[config.mk]
export PLATFORM = sky130hd
export DESIGN_NAME = fifo_rd_ptr_ctrl_flat
export DESIGN_NICKNAME = d
export VERILOG_FILES = /design/src/rtl/fifo_ptr_pkg.sv /design/src/rtl/fifo_rd_ptr_ctrl_if.sv /design/src/rtl/gray_to_bin.sv /design/src/rtl/ptr_sync.sv /design/src/rtl/fifo_rd_ptr_ctrl.sv /design/src/flat_wrapper.sv
export SDC_FILE = /design/constraint.sdc
export NUM_CORES = 1
export LEC_CHECK = 0
export CORE_MARGIN = 2
export CORE_UTILIZATION = 42
export CTS_BUF_LIST = sky130_fd_sc_hd__clkbuf_8
export CTS_CLUSTER_SIZE = 30
export DETAILED_ROUTE_END_ITERATION = 6
export GPL_ROUTABILITY_DRIVEN = 0
export PLACE_DENSITY = 0.79
export SLEW_MARGIN = 15
export SYNTH_ARGS = -nofsm -noshare
export SYNTH_HDL_FRONTEND = slang
export SYNTH_SLANG_ARGS = --single-unit
[constraint.sdc]
create_clock -name clk -period 3.7 [get_ports clk]
set_input_delay 0.925 -clock clk [delete_from_list [all_inputs] [get_ports clk]]
set_output_delay 0.925 -clock clk [all_outputs]
set_load 0.05 [all_outputs]
[src/rtl/fifo_ptr_pkg.sv]
// fifo_ptr_pkg: shared pointer definitions for the async FIFO read- and
// write-side pointer controllers.
//   PTR_AW  : default RAM address width (pointers carry one extra wrap bit)
//   DEPTH   : FIFO depth for the default address width
//   ptr_t   : pointer type for the default address width
//   bin2gray: binary to reflected-Gray conversion. It works on a 32-bit
//             container; callers zero-extend and truncate, which leaves the
//             low bits unchanged.
package fifo_ptr_pkg;

  localparam int unsigned PTR_AW = 4;
  localparam int unsigned DEPTH  = 2 ** PTR_AW;

  typedef logic [PTR_AW:0] ptr_t;

  function automatic logic [31:0] bin2gray(input logic [31:0] b);
    return b ^ (b >> 1);
  endfunction

endpackage

[src/rtl/fifo_rd_ptr_ctrl_if.sv]
// fifo_rd_ptr_ctrl_if: read-side pointer controller bus.
//   wr_gptr_i      : write Gray pointer from the write domain (asynchronous)
//   rd_en_i        : pop request from the consumer
//   rd_ack_o       : pop accepted this cycle
//   rd_addr_o      : RAM read address
//   rd_gptr_o      : registered read Gray pointer to the write domain
//   empty_o        : FIFO empty
//   fill_o         : entries held
//   almost_empty_o : fill_o at or below the almost-empty threshold
//   err_o          : sticky pointer-protocol error
// The slave modport is the controller; the master modport is its environment.
interface fifo_rd_ptr_ctrl_if #(
  parameter int unsigned AW = 4
);

  logic [AW:0]   wr_gptr_i;
  logic          rd_en_i;
  logic          rd_ack_o;
  logic [AW-1:0] rd_addr_o;
  logic [AW:0]   rd_gptr_o;
  logic          empty_o;
  logic [AW:0]   fill_o;
  logic          almost_empty_o;
  logic          err_o;

  modport slave (
    input  wr_gptr_i, rd_en_i,
    output rd_ack_o, rd_addr_o, rd_gptr_o, empty_o, fill_o, almost_empty_o, err_o
  );

  modport master (
    output wr_gptr_i, rd_en_i,
    input  rd_ack_o, rd_addr_o, rd_gptr_o, empty_o, fill_o, almost_empty_o, err_o
  );

endinterface

[src/rtl/gray_to_bin.sv]
// GrayToBin: combinational reflected-Gray to binary decoder.
//   g : Gray-coded input
//   b : binary output
// Binary bit i is the XOR of all Gray bits at or above position i.
module GrayToBin #(
  parameter int unsigned N = 5
) (
  input  logic [N-1:0] g,
  output logic [N-1:0] b
);

  always_comb begin
    b = '0;
    for (int i = 0; i < int'(N); i++) b[i] = ^(g >> i);
  end

endmodule

[src/rtl/ptr_sync.sv]
// ptr_sync: generic flop-chain synchroniser with a synchronous active-low reset.
//   clk, rst_n : destination-domain clock and reset
//   d          : asynchronous input (Gray-coded, so at most one bit moves)
//   q          : output of the last stage
module ptr_sync #(
  parameter int unsigned WIDTH  = 5,
  parameter int unsigned STAGES = 2
) (
  input  logic             clk,
  input  logic             rst_n,
  input  logic [WIDTH-1:0] d,
  output logic [WIDTH-1:0] q
);

  logic [WIDTH-1:0] chain [STAGES];

  // Shift register; stage 0 is the metastability-capture flop.
  always_ff @(posedge clk) begin
    if (!rst_n) begin
      for (int i = 0; i < int'(STAGES); i++) chain[i] <= '0;
    end else begin
      chain[0] <= d;
      for (int i = 1; i < int'(STAGES); i++) chain[i] <= chain[i-1];
    end
  end

  assign q = chain[STAGES-1];

endmodule

[src/rtl/fifo_rd_ptr_ctrl.sv]
// fifo_rd_ptr_ctrl: read-side pointer controller of the async FIFO.
// It owns the read pointer in binary and Gray form and accepts pops. It
// synchronises the write Gray pointer and produces registered empty, fill
// level and almost-empty flags.
//   clk, rst_n : read-domain clock and synchronous active-low reset
//   bus        : fifo_rd_ptr_ctrl_if.slave (write pointer in, pop handshake,
//                RAM address, read Gray pointer out, status flags)
// Optional feature: define FIFO_RD_PTR_CHECK_EN to enable the sticky err_o
// protocol check. It flags a synchronised write pointer that moves more than
// one bit, or a fill level above the depth. Otherwise err_o is tied to 0.
module fifo_rd_ptr_ctrl
  import fifo_ptr_pkg::*;
#(
  parameter int unsigned AW          = PTR_AW,
  parameter int unsigned SYNC_STAGES = 2,
  parameter int unsigned AE_THRESH   = 2
) (
  input  logic                    clk,
  input  logic                    rst_n,
  fifo_rd_ptr_ctrl_if.slave       bus
);

  localparam int unsigned PW = AW + 1;
  localparam logic [AW:0] AE_LIM = PW'(AE_THRESH);

  logic [AW:0] rbin, rgray, wsync, wbin;
  logic [AW:0] rbin_nxt, rgray_nxt, fill_nxt, fill_q;
  logic        empty_q, ae_q, ack;

  ptr_sync #(.WIDTH(PW), .STAGES(SYNC_STAGES)) u_wsync (
    .clk   (clk),
    .rst_n (rst_n),
    .d     (bus.wr_gptr_i),
    .q     (wsync)
  );

  GrayToBin #(.N(PW)) u_wdec (
    .g (wsync),
    .b (wbin)
  );

  // Next-pointer and next-status computation; a pop is never taken while empty.
  always_comb begin
    ack       = bus.rd_en_i & ~empty_q;
    rbin_nxt  = rbin + PW'(ack);
    rgray_nxt = PW'(bin2gray(32'(rbin_nxt)));
    fill_nxt  = wbin - rbin_nxt;
  end

  // Pointer and status registers.
  always_ff @(posedge clk) begin
    if (!rst_n) begin
      rbin    <= '0;
      rgray   <= '0;
      empty_q <= 1'b1;
      fill_q  <= '0;
      ae_q    <= 1'b1;
    end else begin
      rbin    <= rbin_nxt;
      rgray   <= rgray_nxt;
      empty_q <= (rgray_nxt == wsync);
      fill_q  <= fill_nxt;
      ae_q    <= (fill_nxt <= AE_LIM);
    end
  end

  assign bus.rd_ack_o       = ack;
  assign bus.rd_addr_o      = rbin[AW-1:0];
  assign bus.rd_gptr_o      = rgray;
  assign bus.empty_o        = empty_q;
  assign bus.fill_o         = fill_q;
  assign bus.almost_empty_o = ae_q;

`ifdef FIFO_RD_PTR_CHECK_EN
  localparam logic [AW:0] DEPTH_LIM = PW'(2 ** AW);

  logic [AW:0] wsync_prev, wdiff;
  logic        err_q;

  // More than one set bit in wdiff means a non-Gray step crossed the domain.
  always_comb wdiff = wsync ^ wsync_prev;

  always_ff @(posedge clk) begin
    if (!rst_n) begin
      wsync_prev <= '0;
      err_q      <= 1'b0;
    end else begin
      wsync_prev <= wsync;
      if (((wdiff & (wdiff - PW'(1))) != '0) || (fill_nxt > DEPTH_LIM)) err_q <= 1'b1;
    end
  end

  assign bus.err_o = err_q;
`else
  assign bus.err_o = 1'b0;
`endif

endmodule

[src/flat_wrapper.sv]
// flat-port wrapper written by rule: the top's interface ports become plain ports
module fifo_rd_ptr_ctrl_flat import fifo_ptr_pkg::*;
#(
  parameter int unsigned AW          = PTR_AW,
  parameter int unsigned SYNC_STAGES = 2,
  parameter int unsigned AE_THRESH   = 2
)
  (clk, rst_n, bus_wr_gptr_i, bus_rd_en_i, bus_rd_ack_o, bus_rd_addr_o, bus_rd_gptr_o, bus_empty_o, bus_fill_o, bus_almost_empty_o, bus_err_o);
  fifo_rd_ptr_ctrl_if #(.AW(AW)) bus_i ();
  input  logic clk;
  input  logic rst_n;
  input wire logic [$bits(bus_i.wr_gptr_i)-1:0] bus_wr_gptr_i;
  input wire logic [$bits(bus_i.rd_en_i)-1:0] bus_rd_en_i;
  output wire logic [$bits(bus_i.rd_ack_o)-1:0] bus_rd_ack_o;
  output wire logic [$bits(bus_i.rd_addr_o)-1:0] bus_rd_addr_o;
  output wire logic [$bits(bus_i.rd_gptr_o)-1:0] bus_rd_gptr_o;
  output wire logic [$bits(bus_i.empty_o)-1:0] bus_empty_o;
  output wire logic [$bits(bus_i.fill_o)-1:0] bus_fill_o;
  output wire logic [$bits(bus_i.almost_empty_o)-1:0] bus_almost_empty_o;
  output wire logic [$bits(bus_i.err_o)-1:0] bus_err_o;
  assign bus_i.wr_gptr_i = bus_wr_gptr_i;
  assign bus_i.rd_en_i = bus_rd_en_i;
  assign bus_rd_ack_o = bus_i.rd_ack_o;
  assign bus_rd_addr_o = bus_i.rd_addr_o;
  assign bus_rd_gptr_o = bus_i.rd_gptr_o;
  assign bus_empty_o = bus_i.empty_o;
  assign bus_fill_o = bus_i.fill_o;
  assign bus_almost_empty_o = bus_i.almost_empty_o;
  assign bus_err_o = bus_i.err_o;
  fifo_rd_ptr_ctrl #(.AW(AW), .SYNC_STAGES(SYNC_STAGES), .AE_THRESH(AE_THRESH)) u_core (.clk(clk), .rst_n(rst_n), .bus(bus_i));
endmodule
==> impl_summary.txt <==
----------------------------------------------------
[Worst hold path]
  Number of cells on the worst hold path ... 1
  Origin of the worst min-delay path ... u_core.u_wsync.chain[0][3]
  Worst min-delay path class ... reg2reg
  Hold Path End ... u_core.u_wsync.chain[0][8]

[Routing]
  DRC ... 0
  Routed wire length per instance ... 12.3 µm
  DR pass1 iterations ... 4
  Drt initial violations ... 20
  Vias post-DR ... 942
  Sum of routed wire length over all layers ... 2.26 mm
  Remaining antenna violation count ... 0
  Detail-routed via count per cell ... 5.12

[STA]
  Transition at the pin with the smallest max-transition slack ... 0.521 ns
  Setup ws final ... 0.450 ns
  Setup violation total in the final timing report ... 0
  Period utilization ... 87.8%
  Sum Neg Setup Slack ... 0 ns
  Max transition margin ... 65.0%
  Hold violation total from the final report ... 0
  Post-Route Skew ... 0.00450 ns
  Min Tclk post-route ... 3.25 ns
  Setup repair after global routing missed its margin ... false
  Fmax ... 0.308 GHz
  Number of max-slew violations in the final report ... 0

[Layout]
  Antenna cell count ... 0
  Multi-input gate area ... 652 µm²
  Final Non-Filler Cells ... 184
  Final core area utilization ... 57.1%
  Layout cell share with drive strength beyond 1 ... 9.80%
  Count of nets after finishing ... 167
  Sequential standard cell area ... 520 µm²
  Fillers ... 235
  Leading cell types in the layout, fill and taps excluded ... sky130_fd_sc_hd__dfxtp_1 (26), sky130_fd_sc_hd__clkdlybuf4s50_1 (24), sky130_fd_sc_hd__and2_1 (15)
  Area added between synthesis and finish ... 29.0%
  Most frequent standard cell in the layout excluding fill and tap cells ... sky130_fd_sc_hd__dfxtp_1

[Clocking]
  Clock-pin transition on the worst setup and hold timing paths ... 0.08 ns
  Worst-case clock buffer depth ... 2
  Worst-skew pair later-pin latency ... 0.27 ns
  H-Tree Level Count ... 1
  # resized after CTS ... 0
  Clock tree root driver cell ... sky130_fd_sc_hd__clkbuf_8
  Number of buffers inserted by post-CTS setup repair ... 0
  Number of CTS-inserted buffers ... 3
  Number of buffers inserted for hold repair after clock tree synthesis ... 0
  Number of sinks driven by the clock tree ... 26
  TritonCTS clock tree ... done

[Synth]
  Synthesized area divided by synthesized cell count ... 9.69 µm²
  Post-synth design cell area ... 1220 µm²
  Fraction of the yosys area taken by sequential cells ... 42.6%
  Top-area cell type share of the netlist area ... 42.6%
  Area contributors post-synth ... sky130_fd_sc_hd__dfxtp_1 (43%), sky130_fd_sc_hd__xnor2_1 (8.6%), sky130_fd_sc_hd__and2_1 (7.7%)
  Synth Instances ... 126
  Number of library cell types mapped by synthesis ... 33
  Flip-flop and latch count after synthesis ... 26
  Post-synth top area cell ... sky130_fd_sc_hd__dfxtp_1
  Syn_nets ... 139
  Yosys warning total ... 0

[Worst setup path]
  Class of the most critical setup path ... in2out
  Startpoint of the worst register-to-register path ... u_core.u_wsync.chain[0][8]
  Maximum fanout count along the critical path ... 2
  Worst path arrival time ... 2.32 ns
  Flop2flop setup slack ... 0.73 ns
  Worst reg2reg endpoint ... u_core.bus.almost_empty_o
  CP endpoint kind ... output pin
  Worst Reg2Reg Path Length in Cells ... 12
  Worst Setup SP ... bus_rd_en_i
  Required time of the critical path ... 2.77 ns
  Category of the worst setup path launch point ... input port

[Floorplanning]
  Core Footprint ... 2760 µm²
  Overall die area ... 3350 µm²
  Count of standard-cell rows ... 19
  Initial Util ... 44.3%
  Die outline height ... 57.9 µm
  Horizontal die dimension ... 57.9 µm
  Number of top-level pins ... 26

[Global routing]
  Antenna violations before repair ... 0
  Via count of the first global-routing pass ... 978
  GR Util All Layers ... 15.6%
  Wire length of the first global-routing pass ... 4.01 mm
  Global route total overflow ... 0
  Largest net degree at the start of global routing ... 16

[Place]
  Placed instance count ... 180
  Dpl hpwl ... 1.69 mm
  Buffers on Ports ... 24
  Worst setup timing slack at the placement stage ... 0.226 ns

[Pwr]
  Overall power after layout ... 0.000769 W
  Peak supply drop ... 286 µV
  Pwr dens ... 488 nW/µm²
  Static leakage power ... 0.628 nW

[Job]
  Max Cap Viol ... 0

[Run status]
  Status ... complete, no violations

----------------------------------------------------
[flip-flops by register name, indices dropped and copies added, names as in the netlist]
name / cells
u_core.bus.fill_o: 5
u_core.rbin: 4
u_core.bus.almost_empty_o: 1
u_core.bus.rd_gptr_o: 5
u_core.u_wsync.chain: 10
u_core.bus.empty_o: 1
[Yosys cell counts]
cell	number
sky130_fd_sc_hd__dfxtp_1	26
sky130_fd_sc_hd__and2_1	15
sky130_fd_sc_hd__xnor2_1	12
sky130_fd_sc_hd__nor2_1	10
sky130_fd_sc_hd__nand2_1	6
sky130_fd_sc_hd__o21ai_0	6
sky130_fd_sc_hd__xor2_1	6
sky130_fd_sc_hd__ha_1	5
sky130_fd_sc_hd__inv_1	4
sky130_fd_sc_hd__nand3_1	4
sky130_fd_sc_hd__a21oi_1	3
sky130_fd_sc_hd__mux2i_1	3
sky130_fd_sc_hd__nor2b_1	3
sky130_fd_sc_hd__a31oi_1	2
sky130_fd_sc_hd__clkbuf_1	2
sky130_fd_sc_hd__or3_1	2
sky130_fd_sc_hd__a2111o_1	1
sky130_fd_sc_hd__a211o_2	1
sky130_fd_sc_hd__a211oi_1	1
sky130_fd_sc_hd__a21boi_0	1
sky130_fd_sc_hd__buf_2	1
sky130_fd_sc_hd__buf_4	1
sky130_fd_sc_hd__buf_6	1
sky130_fd_sc_hd__clkbuf_2	1
sky130_fd_sc_hd__conb_1	1
sky130_fd_sc_hd__nor3b_2	1
sky130_fd_sc_hd__o211ai_1	1
sky130_fd_sc_hd__o211ai_2	1
sky130_fd_sc_hd__o21bai_1	1
sky130_fd_sc_hd__o221ai_1	1
sky130_fd_sc_hd__o31ai_2	1
sky130_fd_sc_hd__or4b_1	1
sky130_fd_sc_hd__xor3_2	1
[metal layers]
metal,global-route usage (%),share of wire [%]
met2,26.9,50
met3,3.13,4.2
met4,8.64,2.3
met5,0,0
met1,18.1,43
[logic make-up after synthesis]
group	Yosys count	share of synthesized area, %
AO/OA/AOI/OAI	20	11.7
XOR/XNOR	19	15.0
adder cells (fa/ha/maj)	5	5.12
buffers and inverters	10	4.20
flip-flops	26	42.6
multiplexers	3	2.46
other	1	0.307
AND/OR/NAND/NOR	42	18.6
[through the flow]
stage / area [µm²] / hold slack (ns)
final: 1580 / 0.438
after global routing: 1580 / 0.459
after CTS: 1580 / 0.439
after detailed placement: 1500 / 0.419
after global placement: 1500 / 0.415
after floorplan: 1220 / 0.412
[worst max path at each step]
stage	to	slack [ns]	cells past startpoint
after floorplan	u_core.bus.almost_empty_o	0.15	13
after global placement	u_core.bus.almost_empty_o	0.30	13
after detailed placement	u_core.bus.almost_empty_o	0.23	13
after CTS	bus_rd_ack_o	0.44	3
after global routing	u_core.bus.almost_empty_o	0.29	11
final	bus_rd_ack_o	0.45	3
[where the power goes]
group          internal [W]  total (W)  leakage, nW  switching (W)
registers          0.000304   0.000314        0.214      0.0000102
logic             0.0000899   0.000223        0.379       0.000133
clock network      0.000145   0.000232       0.0357      0.0000873
[critical path, cell delays in order]
cell                              delay [ns]
sky130_fd_sc_hd__clkdlybuf4s50_1        0.45
sky130_fd_sc_hd__nor2b_2                0.14
sky130_fd_sc_hd__clkdlybuf4s50_1        0.81
[layout make-up]
class | instances | share of cell area [%]
multi-input cells | 90 | 41.4
flip-flops and latches | 26 | 33.0
repair buffers | 29 | 17.6
clock buffers | 3 | 2.62
well taps | 31 | 2.46
clock inverters | 1 | 1.91
inverters | 4 | 0.953
Power figures use the tool's default switching activity.
